===== src/rtl/muldiv_pkg.sv =====
// muldiv_pkg: shared types, constants and helpers
// for the RV32M iterative multiply/divide sequencer.
package muldiv_pkg;

  localparam int XLEN = 32;

  localparam logic [XLEN-1:0] DIV0_QUOT = 32'hFFFF_FFFF;
  localparam logic [XLEN-1:0] INT_MIN   = 32'h8000_0000;

  typedef enum logic [2:0] {
    OP_MUL    = 3'b000,
    OP_MULH   = 3'b001,
    OP_MULHSU = 3'b010,
    OP_MULHU  = 3'b011,
    OP_DIV    = 3'b100,
    OP_DIVU   = 3'b101,
    OP_REM    = 3'b110,
    OP_REMU   = 3'b111
  } muldiv_op_e;

  typedef enum logic [1:0] {
    S_IDLE,
    S_CALC,
    S_FIX,
    S_DONE
  } muldiv_state_e;

  function automatic logic op_is_div(
    input muldiv_op_e op
  );
    return op[2];
  endfunction

  function automatic logic op_is_rem(
    input muldiv_op_e op
  );
    return op[2] & op[1];
  endfunction

  function automatic logic op_sgn_a(
    input muldiv_op_e op
  );
    return op inside {OP_MULH, OP_MULHSU,
                      OP_DIV, OP_REM};
  endfunction

  function automatic logic op_sgn_b(
    input muldiv_op_e op
  );
    return op inside {OP_MULH, OP_DIV, OP_REM};
  endfunction

  function automatic logic [XLEN-1:0] special_res(
    input muldiv_op_e      op,
    input logic [XLEN-1:0] a,
    input logic            div0
  );
    if (div0)
      return op_is_rem(op) ? a : DIV0_QUOT;
    return op_is_rem(op) ? '0 : INT_MIN;
  endfunction

endpackage


===== src/rtl/muldiv_seq_if.sv =====
// muldiv_seq_if: Execute-stage request/result bundle
// between the pipeline (master) and the sequencer (slave).
interface muldiv_seq_if;
  import muldiv_pkg::*;

  logic            start_i;
  logic [2:0]      op_i;
  logic [XLEN-1:0] SrcAE;
  logic [XLEN-1:0] SrcBE;
  logic            flush_i;
  logic            stall_o;
  logic            result_valid_o;
  logic [XLEN-1:0] result_o;

  modport master (
    output start_i, op_i, SrcAE, SrcBE, flush_i,
    input  stall_o, result_valid_o, result_o
  );

  modport slave (
    input  start_i, op_i, SrcAE, SrcBE, flush_i,
    output stall_o, result_valid_o, result_o
  );

endinterface


===== src/rtl/muldiv_negate.sv =====
// muldiv_negate: conditional two's complement,
// used for operand magnitudes and result sign fix.
module muldiv_negate
  import muldiv_pkg::*;
(
  input  logic            neg_i,
  input  logic [XLEN-1:0] a_i,
  output logic [XLEN-1:0] y_o
);

  assign y_o = neg_i ? -a_i : a_i;

endmodule


===== src/rtl/muldiv_seq.sv =====
// muldiv_seq: iterative RV32M mul/div beside the EX ALU.
// Build option MULDIV_EARLY_OUT_EN: 2-cycle special/zero ops.
module muldiv_seq
  import muldiv_pkg::*;
#(
  parameter int XLEN  = 32,
  parameter int CNT_W = 6
) (
  input logic         clk,
  input logic         rst_n,
  muldiv_seq_if.slave bus
);

  muldiv_state_e state_q, state_d;
  muldiv_op_e    op_in, op_q;

  logic [XLEN-1:0]   a_in, b_in;
  logic [XLEN-1:0]   abs_a, abs_b;
  logic              sa, sb;
  logic              neg_in, div0_in, ovf_in;
  logic              accept, go_done;

  logic [2*XLEN-1:0] acc_q;
  logic [XLEN-1:0]   opb_q, orig_a_q, res_q;
  logic [CNT_W-1:0]  cnt_q;
  logic              neg_q, div0_q, ovf_q;
  logic              last_step;

  logic [XLEN-1:0]   addend;
  logic [XLEN:0]     mul_sum;
  logic [2*XLEN-1:0] mul_next;
  logic [XLEN:0]     rem_sh;
  logic [XLEN-1:0]   rem_sub;
  logic              rem_ge;
  logic [2*XLEN-1:0] div_next;

  logic [2*XLEN-1:0] prod;
  logic [XLEN-1:0]   sel_word, sel_fix;
  logic [XLEN-1:0]   fix_res;

  logic              stall, valid;

  assign op_in = muldiv_op_e'(bus.op_i);
  assign a_in  = bus.SrcAE;
  assign b_in  = bus.SrcBE;

  assign sa = op_sgn_a(op_in) & a_in[XLEN-1];
  assign sb = op_sgn_b(op_in) & b_in[XLEN-1];

  assign neg_in  = op_is_rem(op_in) ? sa : sa ^ sb;
  assign div0_in = op_is_div(op_in)
                 & (b_in == '0);
  assign ovf_in  = op_is_div(op_in)
                 & op_sgn_a(op_in)
                 & (a_in == INT_MIN)
                 & (b_in == '1);

  assign accept = (state_q == S_IDLE)
                & bus.start_i
                & ~bus.flush_i;

  muldiv_negate u_abs_a (
    .neg_i (sa),
    .a_i   (a_in),
    .y_o   (abs_a)
  );

  muldiv_negate u_abs_b (
    .neg_i (sb),
    .a_i   (b_in),
    .y_o   (abs_b)
  );

`ifdef MULDIV_EARLY_OUT_EN
  logic            zero_mul;
  logic [XLEN-1:0] early_res;

  assign zero_mul = ~op_is_div(op_in)
                  & ((a_in == '0) | (b_in == '0));
  assign go_done  = zero_mul | div0_in | ovf_in;
  assign early_res = zero_mul ? '0
                   : special_res(op_in, a_in, div0_in);
`else
  assign go_done = 1'b0;
`endif

  assign last_step = (cnt_q == CNT_W'(XLEN-1));

  // Shift-add multiply: low half holds the multiplier.
  assign addend   = acc_q[0] ? opb_q : '0;
  assign mul_sum  = {1'b0, acc_q[2*XLEN-1:XLEN]}
                  + {1'b0, addend};
  assign mul_next = {mul_sum, acc_q[XLEN-1:1]};

  // Restoring divide: 33-bit shifted partial remainder.
  assign rem_sh   = acc_q[2*XLEN-1:XLEN-1];
  assign rem_ge   = rem_sh >= {1'b0, opb_q};
  assign rem_sub  = rem_sh[XLEN-1:0] - opb_q;
  assign div_next = rem_ge
    ? {rem_sub, acc_q[XLEN-2:0], 1'b1}
    : {rem_sh[XLEN-1:0], acc_q[XLEN-2:0], 1'b0};

  assign prod     = neg_q ? -acc_q : acc_q;
  assign sel_word = op_is_rem(op_q)
                  ? acc_q[2*XLEN-1:XLEN]
                  : acc_q[XLEN-1:0];

  muldiv_negate u_fix (
    .neg_i (neg_q),
    .a_i   (sel_word),
    .y_o   (sel_fix)
  );

  // Final result select with divide special cases.
  always_comb begin
    fix_res = sel_fix;
    unique case (1'b1)
      div0_q | ovf_q:
        fix_res = special_res(op_q, orig_a_q, div0_q);
      op_q == OP_MUL:
        fix_res = prod[XLEN-1:0];
      ~op_is_div(op_q) & (op_q != OP_MUL):
        fix_res = prod[2*XLEN-1:XLEN];
      default:
        fix_res = sel_fix;
    endcase
  end

  // State register.
  always_ff @(posedge clk or negedge rst_n) begin
    if (!rst_n)
      state_q <= S_IDLE;
    else
      state_q <= state_d;
  end

  // Next state; flush returns to IDLE from anywhere.
  always_comb begin
    state_d = state_q;
    unique case (state_q)
      S_IDLE:
        if (accept)
          state_d = go_done ? S_DONE : S_CALC;
      S_CALC:
        if (last_step)
          state_d = S_FIX;
      S_FIX:
        state_d = S_DONE;
      S_DONE:
        state_d = S_IDLE;
    endcase
    if (bus.flush_i)
      state_d = S_IDLE;
  end

  // Stall and result-valid decode.
  always_comb begin
    stall = 1'b0;
    valid = 1'b0;
    unique case (state_q)
      S_IDLE: stall = bus.start_i & ~bus.flush_i;
      S_CALC: stall = 1'b1;
      S_FIX:  stall = 1'b1;
      S_DONE: valid = 1'b1;
    endcase
    if (!rst_n)
      stall = 1'b0;
  end

  // Operand latch, iteration datapath and result.
  always_ff @(posedge clk or negedge rst_n) begin
    if (!rst_n) begin
      op_q     <= OP_MUL;
      acc_q    <= '0;
      opb_q    <= '0;
      orig_a_q <= '0;
      cnt_q    <= '0;
      neg_q    <= 1'b0;
      div0_q   <= 1'b0;
      ovf_q    <= 1'b0;
      res_q    <= '0;
    end else begin
      case (state_q)
        S_IDLE: begin
          if (accept) begin
            op_q     <= op_in;
            acc_q    <= {{XLEN{1'b0}}, abs_a};
            opb_q    <= abs_b;
            orig_a_q <= a_in;
            cnt_q    <= '0;
            neg_q    <= neg_in;
            div0_q   <= div0_in;
            ovf_q    <= ovf_in;
`ifdef MULDIV_EARLY_OUT_EN
            if (go_done)
              res_q <= early_res;
`endif
          end
        end
        S_CALC: begin
          acc_q <= op_is_div(op_q) ? div_next
                                   : mul_next;
          cnt_q <= cnt_q + 1'b1;
        end
        S_FIX: res_q <= fix_res;
        default: ;
      endcase
    end
  end

  assign bus.stall_o        = stall;
  assign bus.result_valid_o = valid;
  assign bus.result_o       = res_q;

endmodule


===== src/flat_wrapper.sv =====
// flat-port wrapper written by rule: the top's interface ports become plain ports
module muldiv_seq_flat import muldiv_pkg::*;
#(
  parameter int XLEN  = 32,
  parameter int CNT_W = 6
)
  (clk, rst_n, bus_start_i, bus_op_i, bus_SrcAE, bus_SrcBE, bus_flush_i, bus_stall_o, bus_result_valid_o, bus_result_o);
  muldiv_seq_if bus_i ();
  input logic clk;
  input logic rst_n;
  input wire logic [$bits(bus_i.start_i)-1:0] bus_start_i;
  input wire logic [$bits(bus_i.op_i)-1:0] bus_op_i;
  input wire logic [$bits(bus_i.SrcAE)-1:0] bus_SrcAE;
  input wire logic [$bits(bus_i.SrcBE)-1:0] bus_SrcBE;
  input wire logic [$bits(bus_i.flush_i)-1:0] bus_flush_i;
  output wire logic [$bits(bus_i.stall_o)-1:0] bus_stall_o;
  output wire logic [$bits(bus_i.result_valid_o)-1:0] bus_result_valid_o;
  output wire logic [$bits(bus_i.result_o)-1:0] bus_result_o;
  assign bus_i.start_i = bus_start_i;
  assign bus_i.op_i = bus_op_i;
  assign bus_i.SrcAE = bus_SrcAE;
  assign bus_i.SrcBE = bus_SrcBE;
  assign bus_i.flush_i = bus_flush_i;
  assign bus_stall_o = bus_i.stall_o;
  assign bus_result_valid_o = bus_i.result_valid_o;
  assign bus_result_o = bus_i.result_o;
  muldiv_seq #(.XLEN(XLEN), .CNT_W(CNT_W)) u_core (.clk(clk), .rst_n(rst_n), .bus(bus_i));
endmodule

===== config.mk =====
export PLATFORM = sky130hd
export DESIGN_NAME = muldiv_seq_flat
export DESIGN_NICKNAME = d
export VERILOG_FILES = /design/src/rtl/muldiv_pkg.sv /design/src/rtl/muldiv_seq_if.sv /design/src/rtl/muldiv_negate.sv /design/src/rtl/muldiv_seq.sv /design/src/flat_wrapper.sv
export SDC_FILE = /design/constraint.sdc
export NUM_CORES = 1
export LEC_CHECK = 0
export BUFFER_PORTS_ARGS = -buffer_cell sky130_fd_sc_hd__clkbuf_2
export CAP_MARGIN = 40
export CORE_MARGIN = 3
export CORE_UTILIZATION = 59
export CTS_CLUSTER_DIAMETER = 80
export DETAILED_ROUTE_END_ITERATION = 6
export MAX_ROUTING_LAYER = met4
export PLACE_DENSITY = 0.78
export SYNTH_ARGS = -nofsm -noshare
export SYNTH_HDL_FRONTEND = slang
export SYNTH_SLANG_ARGS = --single-unit

===== constraint.sdc =====
create_clock -name clk -period 5.2 [get_ports clk]
set_input_delay 0.52 -clock clk [delete_from_list [all_inputs] [get_ports clk]]
set_output_delay 0.52 -clock clk [all_outputs]
set_load 0.02 [all_outputs]

==> key figures, run 1 <==
Run status
  • Status: completed

Clock network
  • Cts hold-fix bufs: 0
  • Post-CTS setup buffer count: 0
  • Clock buffer depth: 2
  • Post-CTS Resized: 0
  • CTS tree: yes
  • TritonCTS Buffers: 17
  • Clk root buf: clkbuf_16
  • Worst skew pair latency: around 0.46 ns
  • Clock sinks: approximately 170
  • H-tree Lvls: 4
  • Register clock-pin slew on the reported worst setup and hold paths: 0.08 ns

Power and ir drop
  • Switching power total: around 6.5 mW
  • Power, Total: 12.2 mW
  • Pwr/cell area: around 700 nW/µm²
  • VDD IR max: approximately 0.00036 V
  • Net Sw Frac: 53.5%
  • Clock Power Share: between 10 and 15%
  • Pint: approximately 5.7 mW
  • Reg power frac: 24.1%
  • P_leak: 7.90 nW
  • Combinational fraction of design power: 64.5%

Synth
  • Syn_area_per_cell: 7.60 µm²
  • Post-synth EDFFs: 0
  • Mux contribution to synthesized area: between 5 and 6%
  • Net count after synthesis: approximately 2300
  • Ys Warns: 0
  • Xor/xnor share of the synthesized area: a little over a tenth
  • Synth Area in Adders: 6.03%
  • Synth Instances: 2106
  • Yosys cell types: 76
  • Compound-Gate Fraction of Synth Area: approximately 25%
  • Synth Register Bits: approximately 170
  • Ys flop type: dfrtp_1
  • Largest family of logic cells by synthesized area: compound AO/OA/AOI/OAI gates
  • Seq/Total Area, Yosys: a little over a quarter
  • Synth top area share: a little over a quarter
  • Synth Area in Simple Gates: between 20% and 30%
  • Synth area leader: dfrtp_1
  • Synth async-reset ratio: 100%
  • Synth Cell Area: around 16000 µm²
  • Largest cells by area after synthesis: dfrtp_1 (27%), nand2_1 (7.1%), o21ai_0 (6.9%), xnor2_1 (6.1%), ha_1 (5.8%)

Global route
  • Total congestion overflow: 0
  • Gr usage total: ~38%
  • Largest net degree at the start of global routing: around 80
  • Number of global-route vias before repair: 14702
  • First-pass GRT wire length: 83100 µm
  • Antenna violations before repair: 0

Drt
  • DRC Markers: 0
  • DR pass1 iterations: 5
  • Vias per Instance: between 6 and 7
  • Vias: approximately 16000
  • Avg WL per Cell: ~22 µm
  • DRT iter0 DRCs: slightly below 2000
  • ANT nets after route: 0
  • WL final: between 50000 and 60000 µm

Floorplanning
  • Die H: between 150 and 200 µm
  • Top Ports: between 100 and 150
  • Initial core utilization: between 60 and 70%
  • Site Rows: between 50 and 60
  • Core area: roughly 26000 µm²
  • Die area: 29200 µm²
  • Die width: about 170 µm

Setup path
  • R2R Setup Slk: around 0.8 ns
  • Critical path launch point type: register
  • CP endpoint: u_core.bus.result_o[30]
  • CP Launch Point: u_core.op_q[2]
  • Worst path required time: between 5 and 6 ns
  • Worst reg-to-reg path cell count: 11
  • Crit. End Element: register
  • FF-to-FF Start: u_core.op_q[2]
  • R2R Path End: u_core.bus.result_o[30]
  • Worst EP arrival: 4.72 ns
  • Crit-path max FO: 37
  • CP Class: reg2reg

STA
  • Setup repair after global routing missed its margin: no
  • Final Hold Fails: 0
  • Worst clock skew: 0.0192 ns
  • Actual slew at the worst max-slew pin: approximately 0.96 ns
  • Post-route setup TNS: 0 ns
  • Setup violators final: 0
  • Max-slew violations: 0
  • Max Freq: 228 MHz
  • Max-Slew Margin vs Limit: a little over a third
  • Final min period: 4.38 ns
  • Fin crit share: 84.2%

Placed design
  • Routability-driven placement congestion ratio: between 1 and 1.5
  • Dpl cells: around 2400
  • # port buffers: 104
  • Placed cell area: 16700 µm²
  • DP HPWL: between 30000 and 40000 µm

Cells and area
  • Post-route cell area: around 17000 µm²
  • Share of cells above drive strength 1: under 10%
  • # nets final: approximately 2300
  • Final cell count without fillers: 2463
  • Area growth syn-to-layout: 8.34%
  • Post-layout util: 65.8%
  • Antenna Cells: 0

Min path
  • Min-Delay Path Class: in2async

Job
  • Max Cap Viol: 0
[cell usage after synthesis, types with 8 or more instances]
cell type,n
a31oi_1,21
nand2_1,303
or4_1,8
nor3_1,50
o21bai_1,9
o31ai_1,38
or2_2,8
xor2_1,82
mux2i_1,82
and3_1,13
o21ai_0,221
o221ai_1,11
nand3_1,30
buf_1,15
inv_1,76
a211oi_1,24
nand2b_1,17
a21o_1,36
clkbuf_1,129
nand4_1,18
a21oi_1,129
and2_1,9
xnor2_1,112
ha_1,74
o211ai_1,31
or3_1,25
dfrtp_1,174
nor4_1,17
nor2_1,179
a22o_1,10
a221oi_1,22
o21a_1,12
nor3b_1,8
[worst min path at each step]
stage	endpoint	slack [ns]	cells past startpoint
6_report	u_core.opb_q[8]	0.07	1
5_1_grt	u_core.opb_q[8]	0.10	1
4_1_cts	u_core.opb_q[8]	0.08	1
3_5_place_dp	u_core.orig_a_q[7]	0.46	2
3_3_place_gp	u_core.orig_a_q[24]	0.45	2
2_1_floorplan	u_core.acc_q[0]	0.22	0
[flip-flops by register name, summed over array words and instances (netlist names)]
name and count:
u_core.acc_q 64, u_core.bus.result_o 32, u_core.opb_q 32, u_core.orig_a_q 32, u_core.cnt_q 6, u_core.op_q 3, u_core.state_q 2, u_core.div0_q 1
u_core.neg_q 1, u_core.ovf_q 1
[critical path, cell delays in order, from the launching register on]
cell	delay, ns
dfrtp_4	0.78
and2_1	0.53
mux2i_1	0.32
ha_1	0.21
o211ai_1	0.11
nor4b_1	0.63
nand4_1	0.37
or3_1	0.46
o31ai_1	0.43
mux2i_1	0.23
o21ai_1	0.08
o21a_1	0.12
[per-stage QoR]
| step | hold slack, ns | worst slack, ns |
|---|---|---|
| after global routing | 0.100 | 0.607 |
| after global placement | 0.453 | 1.09 |
| after detailed placement | 0.458 | 0.936 |
| after floorplan | 0.224 | 0.697 |
| final | 0.0731 | 0.823 |
| after CTS | 0.0829 | 0.911 |
[logic make-up after synthesis]
logic type                 count (synthesis)
muxes                                     88
and+or+nand+nor                          716
AOI/OAI and AO/OA                        632
xor gates and xnor gates                 194
buffers and inverters                    226
adders and majority gates                 76
DFF                                      174
[placed cells by master (no fill, tap or decap), types with 6 or more instances in the layout]
cell,netlist,layout
clkbuf_16,0,17
nand3_1,30,30
inv_1,76,76
o22ai_1,7,7
nor4_1,17,17
or4_1,8,8
xor2_1,82,82
o21ai_0,221,221
a22oi_1,7,7
o31ai_1,38,38
a31oi_1,21,21
a22o_1,10,10
nand2b_1,17,17
nor3_1,50,49
or2_2,8,7
o41ai_1,7,7
a21o_1,36,36
nand2_1,303,301
o221ai_1,11,11
clkbuf_2,0,103
mux2i_1,82,82
o211ai_1,31,31
or3_1,25,25
a221oi_1,22,22
xnor2_1,112,112
buf_4,0,34
a21oi_1,129,128
and2_1,9,10
and3_1,13,13
o21bai_1,9,9
a211oi_1,24,24
mux2_2,6,6
ha_1,74,72
nand4_1,18,18
clkinv_8,0,6
o21a_1,12,12
dfrtp_1,174,172
nor3b_1,8,8
nor2_1,179,177
[per-layer routing]
metal  vias up  track usage, %  share of wire (%)
met3        94            8.64                 12
met4         0            11.5                2.8
met1      7580            54.8                 44
met2       921            51.4                 41
met5         -               -                  0
li1       7524               -                  -
[power by group through the flow]
stage	registers, mW	clock network [mW]	logic, mW
2_1_floorplan	2.47	0	5.95
3_3_place_gp	2.88	0	7.50
3_5_place_dp	2.91	0	7.67
4_1_cts	2.89	1.41	7.72
5_1_grt	3.00	1.46	8.67
6_report	2.95	1.39	7.89
[area by class of cell]
cell class              count  area (µm²)
clock buffers              17         425
clock inverters            15         213
fillers                  2320        9000
inverters                  76         285
multi-input cells        1706       10800
flip-flops and latches    174        4360
well taps                 335         419
repair buffers            140         822
(Power assumes the default switching activity.)
==> inputs of run 2 (changes only) <==
Clock period 5.2 ns to 4.2 ns, I/O delays scaled along.
==> run 2 against run 1 <==
Final cell count up 1.3%; sequential cell count unchanged; total power up 25%; setup slack worse by 0.54 ns; critical path type unchanged.
==> key figures, run 2 (synthesis gave the netlist of run 1 again) <==
Run status
  • Status: completed (unchanged)

STA
  • Max-slew violations: 0 (unchanged)
  • Post-route setup TNS: 0 ns (unchanged)
  • Worst clock skew: 0.0147 ns (was 0.0192 ns)
  • Actual slew at the worst max-slew pin: 0.933 ns (was 0.963 ns)
  • Max-Slew Margin vs Limit: 37.2% (was 35.7%)
  • Setup repair after global routing missed its margin: no (unchanged)
  • Setup violators final: 0 (unchanged)
  • Max Freq: 255 MHz (was 228 MHz)
  • Fin crit share: 93.3% (was 84.2%)
  • Final Hold Fails: 0 (unchanged)
  • Final min period: 3.92 ns (was 4.38 ns)

Global route
  • First-pass GRT wire length: 84100 µm (was 83100 µm)
  • Total congestion overflow: 0 (unchanged)
  • Gr usage total: 38.0% (was 37.5%)
  • Largest net degree at the start of global routing: 147 (was 81)
  • Number of global-route vias before repair: 14851 (was 14702)
  • Antenna violations before repair: 1 (was 0)

Cells and area
  • Most frequent cells in the layout: nand2_1 (301), o21ai_0 (221), nor2_1 (177) (unchanged)
  • Commonest non-fill, non-tap cell in the layout: nand2_1 (unchanged)
  • Reg with most FFs: u_core.acc_q (unchanged)
  • # nets final: 2294 (was 2262)
  • Largest register FFs: 64 (unchanged)
  • Share of cells above drive strength 1: 11.2% (was 9.87%)
  • Area growth syn-to-layout: 9.50% (was 8.34%)
  • Post-layout util: 66.5% (was 65.8%)

Drt
  • Avg WL per Cell: 21.8 µm (was 21.7 µm)
  • DRC Markers: 0 (unchanged)
  • Vias: 16399 (was 16119)
  • WL final: 54400 µm (was 53400 µm)
  • Vias per Instance: 6.57 (was 6.54)
  • DR pass1 iterations: 6 (was 5)
  • ANT nets after route: 0 (unchanged)
  • DRT iter0 DRCs: 2365 (was 1928)

Clock network
  • CTS tree: yes (unchanged)
  • Clock buffer depth: 2 (unchanged)
  • Register clock-pin slew on the reported worst setup and hold paths: 0.08 ns (about the same)
  • TritonCTS Buffers: 17 (unchanged)
  • Clk root buf: clkbuf_16 (unchanged)
  • Worst skew pair latency: 0.45 ns (was 0.46 ns)
  • H-tree Lvls: 4 (unchanged)
  • Clock sinks: 174 (unchanged)

Job
  • Max Cap Viol: 0 (unchanged)

Floorplanning
  • Site Rows: 59 (unchanged)
  • Initial core utilization: 60.8% (unchanged)
  • Die width: 171 µm (unchanged)
  • Core area: 26400 µm² (unchanged)
  • Die H: 171 µm (unchanged)
  • Top Ports: 105 (unchanged)
  • Die area: 29200 µm² (unchanged)

Power and ir drop
  • P_leak: 8.03 nW (was 7.90 nW)
  • VDD IR max: 0.000407 V (was 0.000363 V)
  • Pwr/cell area: 871 nW/µm² (was 705 nW/µm²)
  • Power, Total: 15.3 mW (was 12.2 mW)

Setup path
  • Crit-path max FO: 31 (was 37)
  • Crit. End Element: register (unchanged)
  • Worst EP arrival: 4.25 ns (was 4.72 ns)
  • Worst path required time: 4.53 ns (was 5.55 ns)
  • CP Class: reg2reg (unchanged)
  • Critical path launch point type: register (unchanged)

Min path
  • Min-Delay Path Class: in2reg (was in2async)

Placed design
  • Routability-driven placement congestion ratio: 1.04 (was 1.01)
  • # port buffers: 104 (unchanged)
  • DP HPWL: 40700 µm (was 39200 µm)
## run 2: routing by layer
metal  global-route usage (%)  share of wire, %  vias to the layer above
met2                     50.2                40                      940
met3                     9.98                12                      117
met1                     56.1                45                     7747
li1                         -                 -                     7595
met5                        -                 0                        -
met4                     12.0               3.3                        0
## run 2: what timing repair did
action                                  in CTS  in global routing
endpoints found under the setup margin       0                  3
hold buffers                                 1                  0
buffers inserted                             0                  2
endpoints found under the hold margin       28                  0
resized for setup                            0                  1
## run 2: area by class of cell
type / count / area [µm²]
well taps: 335 / 419
inverters: 76 / 285
flip-flops and latches: 174 / 4360
diodes: 1 / 2.50
clock inverters: 15 / 149
clock buffers: 17 / 425
repair buffers: 172 / 1060
fillers: 2365 / 8820
multi-input cells: 1706 / 10800
## run 2: path summary, 6_finish.rpt
path / start / end / slack (ns) / cells after the start
setup / recovery: u_core.acc_q[0] / u_core.acc_q[57] / 0.28 / 14
hold / removal: bus_flush_i / u_core.state_q[1] / 0.20 / 2
setup reg to reg: u_core.acc_q[0] / u_core.acc_q[57] / 0.28 / 14
hold reg to reg: u_core.orig_a_q[23] / u_core.orig_a_q[23] / 0.47 / 2
max in group asynchronous: rst_n / u_core.bus.result_o[4] / 2.63 / 3
min in group asynchronous: rst_n / u_core.opb_q[25] / 0.41 / 2
## run 2: where the power goes
group | internal (mW) | total (mW) | switching, mW | leakage [nW]
registers | 2.44 | 3.38 | 0.934 | 2.18
logic | 3.89 | 10.3 | 6.43 | 5.57
clock network | 0.791 | 1.59 | 0.798 | 0.286
## run 2: stage by stage
step           cell area, µm²  hold WS, ns  setup WS (ns)  instances
2_1_floorplan           16000        0.124         0.0254       2106
3_3_place_gp            16900        0.318          0.462       2459
3_5_place_dp            16900        0.316          0.276       2460
4_1_cts                 17500        0.184          0.251       2493
5_1_grt                 17500        0.194         0.0209       2496
6_report                17500        0.197          0.283       2496
## run 2: critical path, stage by stage (launching register included)
cell	delay, ns
dfrtp_1	0.47
inv_1	0.11
buf_4	0.32
nor2_1	0.11
ha_1	0.33
a21o_1	0.23
a211o_1	0.27
o211ai_1	0.20
a31oi_1	0.15
a31o_2	0.33
a211oi_2	0.30
nor2_1	0.11
o41ai_1	0.36
xnor2_1	0.15
a221o_1	0.34
